`src/rtl/uart_tx_buf.sv`:
```
// UART transmitter, 16x oversampled, with a one-entry holding register.
// A byte can queue while the current frame shifts, so frames go out back-to-back.
// Frame: start bit, WordLength data bits LSB-first, stop period of StopBitTicks ticks.
module uart_tx_buf #(
    parameter int unsigned WordLength   = 8,
    parameter int unsigned StopBitTicks = 16
) (
    input  logic       clk_i,
    input  logic       rst_i,
    input  logic       sample_tick_i,
    input  logic [7:0] din_i,
    input  logic       tx_valid_i,
    output logic       tx_ready_o,
    output logic       tx_o,
    output logic       tx_busy_o,
    output logic       tx_done_tick_o
);

    localparam int unsigned DataW  = 8;
    localparam int unsigned TickW  = 5;
    localparam int unsigned BitW   = 3;
    localparam int unsigned StateW = 2;

    localparam logic [StateW-1:0] IDLE  = 2'd0;
    localparam logic [StateW-1:0] START = 2'd1;
    localparam logic [StateW-1:0] DATA  = 2'd2;
    localparam logic [StateW-1:0] STOP  = 2'd3;

    localparam logic [TickW-1:0] BitLastTick  = TickW'(15);
    localparam logic [TickW-1:0] StopLastTick = TickW'(StopBitTicks - 1);
    localparam logic [BitW-1:0]  LastBit      = BitW'(WordLength - 1);
    localparam logic [DataW-1:0] DataMask     = DataW'((32'd1 << WordLength) - 32'd1);

    logic [StateW-1:0] state_q, state_d;
    logic [TickW-1:0]  tick_q, tick_d;
    logic [BitW-1:0]   bit_q, bit_d;
    logic [DataW-1:0]  shift_q, shift_d;
    logic [DataW-1:0]  hold_q, hold_d;
    logic              hold_full_q, hold_full_d;
    logic              tx_q, tx_d;
    logic              busy_q, busy_d;
    logic              ready_q, ready_d;
    logic              done_q, done_d;
    logic              load;
    logic              accept;

    // State and datapath registers; reset aborts any frame and idles the line high
    always_ff @(posedge clk_i or posedge rst_i) begin
        if (rst_i) begin
            state_q     <= IDLE;
            tick_q      <= '0;
            bit_q       <= '0;
            shift_q     <= '0;
            hold_q      <= '0;
            hold_full_q <= 1'b0;
            tx_q        <= 1'b1;
            busy_q      <= 1'b0;
            ready_q     <= 1'b1;
            done_q      <= 1'b0;
        end else begin
            state_q     <= state_d;
            tick_q      <= tick_d;
            bit_q       <= bit_d;
            shift_q     <= shift_d;
            hold_q      <= hold_d;
            hold_full_q <= hold_full_d;
            tx_q        <= tx_d;
            busy_q      <= busy_d;
            ready_q     <= ready_d;
            done_q      <= done_d;
        end
    end

    // Next-state, counters, holding-register handshake and registered outputs
    always_comb begin
        state_d     = state_q;
        tick_d      = tick_q;
        bit_d       = bit_q;
        shift_d     = shift_q;
        hold_d      = hold_q;
        hold_full_d = hold_full_q;
        done_d      = 1'b0;
        load        = 1'b0;
        // ready is ~hold_full, so an accept can never coincide with a load
        accept      = tx_valid_i & ~hold_full_q;

        case (state_q)
            IDLE: begin
                if (hold_full_q) begin
                    load    = 1'b1;
                    tick_d  = '0;
                    state_d = START;
                end
            end
            START: begin
                if (sample_tick_i) begin
                    if (tick_q == BitLastTick) begin
                        tick_d  = '0;
                        bit_d   = '0;
                        state_d = DATA;
                    end else begin
                        tick_d = tick_q + TickW'(1);
                    end
                end
            end
            DATA: begin
                if (sample_tick_i) begin
                    if (tick_q == BitLastTick) begin
                        tick_d  = '0;
                        shift_d = shift_q >> 1;
                        if (bit_q == LastBit) begin
                            state_d = STOP;
                        end else begin
                            bit_d = bit_q + BitW'(1);
                        end
                    end else begin
                        tick_d = tick_q + TickW'(1);
                    end
                end
            end
            STOP: begin
                if (sample_tick_i) begin
                    if (tick_q == StopLastTick) begin
                        done_d = 1'b1;
                        tick_d = '0;
                        if (hold_full_q) begin
                            load    = 1'b1;
                            state_d = START;
                        end else begin
                            state_d = IDLE;
                        end
                    end else begin
                        tick_d = tick_q + TickW'(1);
                    end
                end
            end
            default: begin
                state_d = IDLE;
            end
        endcase

        if (load) begin
            shift_d     = hold_q;
            hold_full_d = 1'b0;
        end
        if (accept) begin
            hold_d      = din_i & DataMask;
            hold_full_d = 1'b1;
        end

        // Line level follows the state being entered so it changes on the same edge
        case (state_d)
            START:   tx_d = 1'b0;
            DATA:    tx_d = shift_d[0];
            default: tx_d = 1'b1;
        endcase
        busy_d  = (state_d != IDLE);
        ready_d = ~hold_full_d;
    end

    assign tx_o           = tx_q;
    assign tx_busy_o      = busy_q;
    assign tx_ready_o     = ready_q;
    assign tx_done_tick_o = done_q;

endmodule

```
`config.mk`:
```
export PLATFORM = sky130hd
export DESIGN_NAME = uart_tx_buf
export DESIGN_NICKNAME = d
export VERILOG_FILES = /design/src/rtl/uart_tx_buf.sv
export SDC_FILE = /design/constraint.sdc
export NUM_CORES = 1
export LEC_CHECK = 0
export BUFFER_PORTS_ARGS = -buffer_cell sky130_fd_sc_hd__buf_4
export CAP_MARGIN = 20
export CELL_PAD_IN_SITES_DETAIL_PLACEMENT = 1
export CELL_PAD_IN_SITES_GLOBAL_PLACEMENT = 1
export CORE_ASPECT_RATIO = 0.9
export CORE_MARGIN = 2
export CORE_UTILIZATION = 46
export CTS_BUF_LIST = sky130_fd_sc_hd__clkbuf_8 sky130_fd_sc_hd__clkbuf_16
export CTS_CLUSTER_DIAMETER = 150
export CTS_CLUSTER_SIZE = 28
export DETAILED_ROUTE_END_ITERATION = 10
export PLACE_DENSITY_LB_ADDON = 0.3
export SETUP_SLACK_MARGIN = 0.02
export SYNTH_ARGS = -nofsm -noshare
export SYNTH_HDL_FRONTEND = slang
export SYNTH_SLANG_ARGS = --single-unit
```
`constraint.sdc`:
```
create_clock -name clk_i -period 2.7 [get_ports clk_i]
set_clock_uncertainty 0.15 [all_clocks]
set_input_delay 0.54 -clock clk_i [delete_from_list [all_inputs] [get_ports clk_i]]
set_output_delay 0.54 -clock clk_i [all_outputs]
set_load 0.005 [all_outputs]
```
==> results.cfg, run 1 <==
[route]
initialDrtViolationCount = 23
ant_nets = 0
drtPass1Iterations = 4
routed_wl_um = 3170
num_vias = 1091
routed_via_density = 5.54
drc_errors = 0
wl_per_cell_um = 16.1

[die]
core_area_mm2 = 0.00311
die_x_um = 64.7
pin_count = 16
dieArea_mm2 = 0.00379
row_count = 19
initial_core_util_pct = 48.9
fp.dieH_um = 58.6

[timing]
fmax_mhz = 458
rsz0062_at_grt = false
period_needed_ns = 2.18
fin_crit_sh_pct = 80.8
maxSlewViolCount = 0
fin_tns_setup_ns = 0
setup_viol = 0
tightest_slew_ns = 0.759
maxSlewHeadroom_pct = 49.3
finalHoldViolCount = 0

[yosys]
netlist_area_mm2 = 0.00152
synth_warnings = 0
synth_edf_count = 0
yosysUniqueCellTypes = 39
synth_fp_nets = 155
ys_seq_elements = 31
yosysSeqAreaShare_pct = 51.1
ys_async_sr_fraction_pct = 100
synth_flop_cell = dfrtp_1
syn_inst = 135
synth.avg_cell_area_um2 = 11.3

[clock_network]
ctsHtreeMaxLevel = 2
cts_num_sinks = 31
clock_latency_ns = 0.28
clock_path_buffers = 2
cts_buffers = 5
cts_setup_buffers = 0
holdBufCountCts = 0
cts_resized = 0
cts_tree = done
cts-root-buf = clkbuf_8
clk_pin_slew_worst_paths_ns = 0.06

[cells_and_area]
num-nets-final = 174
n_antenna_cell = 0
drive_above_1_share_pct = 26.5
area_growth_pct = 15.8
stdcell_count = 197

[power]
leakagePower_nw = 0.831
vdd_ir_drop_max_uv = 637
cellPowerDensity_mw_per_mm2 = 965
power_w = 0.00170

[place]
port_buffers = 15
dp.cells = 189
hpwl_um = 2310
gp_congestion = 0.762

[worst_setup_path]
startpoint_type = flip-flop
reg2regPathDepth = 6
reg2reg_from = tick_q[0]$_DFFE_PP0P_
end_kind = flip-flop
ff2ff_setup_slack_ns = 0.52
crit_fanout = 8
cp.required_ns = 2.75
critPathKind = flip-flop to flip-flop
arrival_ns = 2.23
rr_endpoint = tx_o$_DFF_PP1_

[global_route]
grt_antenna_before_repair = 0
grt-ovfl-total = 0
grt_use_total_pct = 20.2
grt_pass1_wl_um = 5570
grt_max_degree = 15
grt_pass1_vias = 1195

[worst_hold_path]
hold_path_class = input port to async pin

[flow_run]
drv_cap = 0

[run_status]
status = finished, final reports clean
[cells by family (layout without fill, tap and decap cells)]
| kind of cell | Yosys count | after routing | synth area share (%) |
|---|---|---|---|
| AND/OR/NAND/NOR | 35 | 35 | 11.9 |
| multiplexers | 16 | 16 | 11.5 |
| adder cells (fa/ha/maj) | 8 | 8 | 6.57 |
| flip-flops | 31 | 31 | 51.1 |
| buffers and inverters | 12 | 32 | 4.02 |
| AO/OA/AOI/OAI | 33 | 33 | 14.9 |
[routing by layer]
| layer | vias to the layer above | track usage, % | routed length (µm) |
|---|---|---|---|
| li1 | 521 | - | - |
| met1 | 548 | 25.6 | 1480 |
| met2 | 15 | 33.6 | 1550 |
| met3 | 7 | 5.74 | 97 |
| met4 | 0 | 7.29 | 48 |
| met5 | - | 0 | 0 |
[registers in the layout, indices dropped and copies added, names as in the netlist]
signal          count
bit_q               3
tx_busy_o           1
hold_full_q         1
tx_o                1
tx_done_tick_o      1
state_q             2
hold_q              8
tick_q              5
shift_q             8
tx_ready_o          1
[stage by stage]
step                      util [%]  cell area (µm²)  setup WS (ns)  hold slack [ns]
after floorplan                  -             1520          0.707            0.285
after global placement        53.7             1670          0.637            0.322
final                         56.6             1760          0.518            0.141
after CTS                     56.6             1760          0.510            0.160
after global routing          56.6             1760          0.340            0.204
after detailed placement      53.7             1670          0.539            0.320
[layout make-up]
type                    instances  area [µm²]
clock buffers                   6        82.6
clock inverters                 2        8.76
fillers                       339        1350
inverters                       6        22.5
multi-input cells              92         684
flip-flops and latches         31         778
well taps                      42        52.6
repair buffers                 18         135
[critical path, stage by stage, from the launching register on]
cell	delay (ns)
dfrtp_1	0.39
ha_1	0.23
and4b_1	0.37
and3_4	0.32
mux2i_1	0.26
o211ai_1	0.11
mux2_4	0.28
[worst max path at each step]
stage / depth (start not counted) / endpoint / slack [ns] / from
5_1_grt: 6 / tx_o$_DFF_PP1_ / 0.34 / tick_q[0]$_DFFE_PP0P_
4_1_cts: 6 / tx_o$_DFF_PP1_ / 0.51 / tick_q[0]$_DFFE_PP0P_
6_report: 6 / tx_o$_DFF_PP1_ / 0.52 / tick_q[0]$_DFFE_PP0P_
3_3_place_gp: 6 / tx_o$_DFF_PP1_ / 0.64 / tick_q[0]$_DFFE_PP0P_
2_1_floorplan: 8 / tx_o$_DFF_PP1_ / 0.71 / state_q[0]$_DFF_PP0_
3_5_place_dp: 6 / tx_o$_DFF_PP1_ / 0.54 / tick_q[0]$_DFFE_PP0P_
[Yosys cell counts, drive strengths merged (2+ instances only)]
cell type / count / area [µm²]
nor2b: 2 / 12.5
nor2: 12 / 45.0
mux2i: 7 / 70.1
and3: 2 / 17.5
mux2: 9 / 105
and2: 2 / 12.5
a22o: 5 / 43.8
ha: 8 / 100
a21oi: 6 / 30.0
o211ai: 2 / 15.0
o21ai: 9 / 45.0
inv: 6 / 22.5
dfstp: 2 / 52.6
nand2: 7 / 26.3
a21o: 2 / 15.0
dfrtp: 29 / 726
or3: 2 / 12.5
buf: 3 / 27.5
or2: 2 / 12.5
clkbuf: 3 / 11.3
[power breakdown]
group	switching, W	total (W)	internal [W]
combinational	0.000287	0.000561	0.000274
sequential	0.000124	0.000782	0.000659
clock	0.000158	0.000359	0.000201
[layout by cell type, fill, tap and decap left out, types with 2 or more instances in the layout]
cell type,netlist,routed
o21ai_0,9,9
nor2_1,12,12
clkbuf_8,0,6
a21oi_1,6,6
ha_1,8,8
dfstp_2,2,2
inv_1,6,7
a21o_1,2,2
mux2_2,8,8
or3_1,2,2
buf_4,0,18
or2_2,2,2
nand2_1,7,7
a22o_1,5,5
dfrtp_1,29,29
mux2i_1,7,7
o211ai_1,2,2
nor2b_1,2,2
Power figures use the tool's default switching activity.
==> run 2: changes to the inputs <==
ABC_AREA = 1   (was not set)
CORE_UTILIZATION = 44   (was 46)
clock period = 2.15 ns   (was 2.7 ns; I/O delays follow)
==> results.cfg, run 2 <==
[die]
row_count = 20
pin_count = 16
initial_core_util_pct = 45.7
core_area_mm2 = 0.00335
dieArea_mm2 = 0.00398
die_x_um = 66.2
fp.dieH_um = 60.0

[worst_setup_path]
end_kind = flip-flop
startpoint_type = flip-flop
cp_cell_sequence = ha_1 -> nand2_1 -> nor2_1 -> nand4_1 -> nand2_1 -> nand2_4 -> nand2_1 -> nand2_1 -> nand2_1 -> nand2_1 -> nand2_1
critPathKind = flip-flop to flip-flop
reg2reg_from = tick_q[0]$_DFFE_PP0P_
crit_start = tick_q[0]$_DFFE_PP0P_
cp_slowest_cell = dfrtp_1
arrival_ns = 1.96
cp.required_ns = 2.23
path_delay_family = simple AND/OR/NAND/NOR gates
slowest_delay_ns = 0.40
critPathBufInv = 0
crit_fanout = 17
cpMostUsedCell = nand2_1

[cells_and_area]
num-nets-final = 205
most-common-layout-cells = nand2_1, dfrtp_1, nand3_1, inv_1, buf_4
drive_above_1_share_pct = 22.0
n_antenna_cell = 0
area_growth_pct = 17.1
reg_top3 = hold_q x8, shift_q x8, tick_q x5
post-route-util_pct = 53.6
layout_commonest_cell = nand2_1

[yosys]
synth.avg_cell_area_um2 = 9.35
synth_fp_nets = 184
yosysTopAreaCellShare_pct = 47.3
synth_most_common_cell = nand2_1
synth_flop_cell = dfrtp_1
netlist_area_mm2 = 0.00153
ys_seq_elements = 31
synthTopCellsByCount = nand2_1, dfrtp_1, nand3_1
synth_edf_count = 0
synth_area_leaders = dfrtp_1, nand3_1, nand2_1, ha_1, inv_1
syn_inst = 164
yosysUniqueCellTypes = 26
ys_async_sr_fraction_pct = 100
synth_warnings = 0
yosysSeqAreaShare_pct = 50.7
synth_area_leader_cell = dfrtp_1

[clock_network]
ctsHtreeMaxLevel = 2
clk_pin_slew_worst_paths_ns = 0.06
cts_num_sinks = 31
cts-root-buf = clkbuf_8
cts_resized = 0
clock_path_buffers = 2
clock_latency_ns = 0.29
cts_setup_buffers = 0
cts_buffers = 5
cts_tree = done
holdBufCountCts = 0

[power]
cellPowerDensity_mw_per_mm2 = 1260
leakagePower_nw = 0.912
vdd_ir_drop_max_uv = 627

[route]
routed_via_density = 5.08
routed_wl_um = 3370
num_vias = 1168
drc_errors = 0
wl_per_cell_um = 14.6
ant_nets = 0
initialDrtViolationCount = 31
drtPass1Iterations = 4

[flow_run]
drv_cap = 0

[worst_hold_path]
hold_path_class = input port to async pin

[global_route]
grt_pass1_vias = 1309
grt_use_total_pct = 20.3
grt-ovfl-total = 0
grt_antenna_before_repair = 0
grt_pass1_wl_um = 5800
grt_max_degree = 32

[timing]
tightest_slew_ns = 0.426
fin_tns_setup_ns = 0
setup_viol = 0
maxSlewViolCount = 0
finalHoldViolCount = 0
layout_setup_ws_ns = 0.266
maxSlewHeadroom_pct = 71.4
fin_crit_sh_pct = 87.6
period_needed_ns = 1.88
holdWs_ns = 0.0716
fmax_mhz = 531
rsz0062_at_grt = false

[place]
hpwl_um = 2580
gp_congestion = 0.758
post-place-ws_ns = 0.285
port_buffers = 15

[run_status]
status = finished, final reports clean
-- run 2: changes by cell type after synthesis, moves of 3 or more --
cell / before / now
nand3_1: 1 / 26
nand2_1: 7 / 30
inv_1: 6 / 25
mux2i_1: 7 / 0
nor2_1: 12 / 7
a22o_1: 5 / 1
o21ai_0: 9 / 5
clkbuf_1: 3 / 0
-- run 2: metal layers --
metal | wire length, µm | GRT usage, % | vias to the layer above | part of all wire (%)
met5 | 0 | 0 | - | 0
met4 | 58 | 8.45 | 0 | 1.7
li1 | - | - | 575 | -
met2 | 1800 | 36.3 | 14 | 53
met1 | 1400 | 22.6 | 573 | 42
met3 | 105 | 5.84 | 6 | 3.1
-- run 2: tightest hold or removal path: cells and delay by family --
family	cells	cell delay (ns)
buffers and inverters	3	0.50
-- run 2: power breakdown --
part	leakage (nW)	internal (W)	switching, W
sequential	0.369	0.000833	0.000143
combinational	0.493	0.000317	0.000458
clock	0.0505	0.000291	0.000220
-- run 2: worst paths after layout --
| check | end | slack, ns | cells after the start |
|---|---|---|---|
| worst max-delay path | tx_o$_DFF_PP1_ | 0.27 | 11 |
| worst min-delay path | bit_q[1]$_DFFE_PP0P_ | 0.07 | 3 |
| worst max register to register | tx_o$_DFF_PP1_ | 0.27 | 11 |
| worst min register to register | shift_q[3]$_DFFE_PP0P_ | 0.35 | 2 |
| max in group asynchronous | tx_ready_o$_DFF_PP1_ | 1.46 | 3 |
| min in group clk_i | hold_q[5]$_DFFE_PP0P_ | 0.22 | 2 |
-- run 2: logic make-up after synthesis --
kind of cell / count (synthesis) / synth area share (%)
and+or+nand+nor: 74 / 23.8
muxes: 6 / 4.40
AOI/OAI and AO/OA: 17 / 6.77
adders and majority gates: 8 / 6.53
xor gates and xnor gates: 1 / 0.571
DFF: 31 / 50.7
buffers and inverters: 27 / 7.18
-- run 2: cell type report --
| type | count | area, µm² |
|---|---|---|
| clock buffer | 7 | 96.3 |
| sequential | 31 | 778 |
| timing repair buffer | 16 | 120 |
| fill | 409 | 1560 |
| tap | 44 | 55.1 |
| clock inverter | 1 | 7.51 |
| inverter | 25 | 93.8 |
| multi-input combinational | 106 | 646 |
-- run 2: through the flow --
stage / cells / power, W / cell area (µm²)
6_report: 230 / 0.00226 / 1800
5_1_grt: 230 / 0.00243 / 1800
4_1_cts: 230 / 0.00229 / 1800
3_5_place_dp: 222 / 0.00177 / 1690
3_3_place_gp: 222 / 0.00167 / 1690
2_1_floorplan: 164 / 0.00151 / 1530
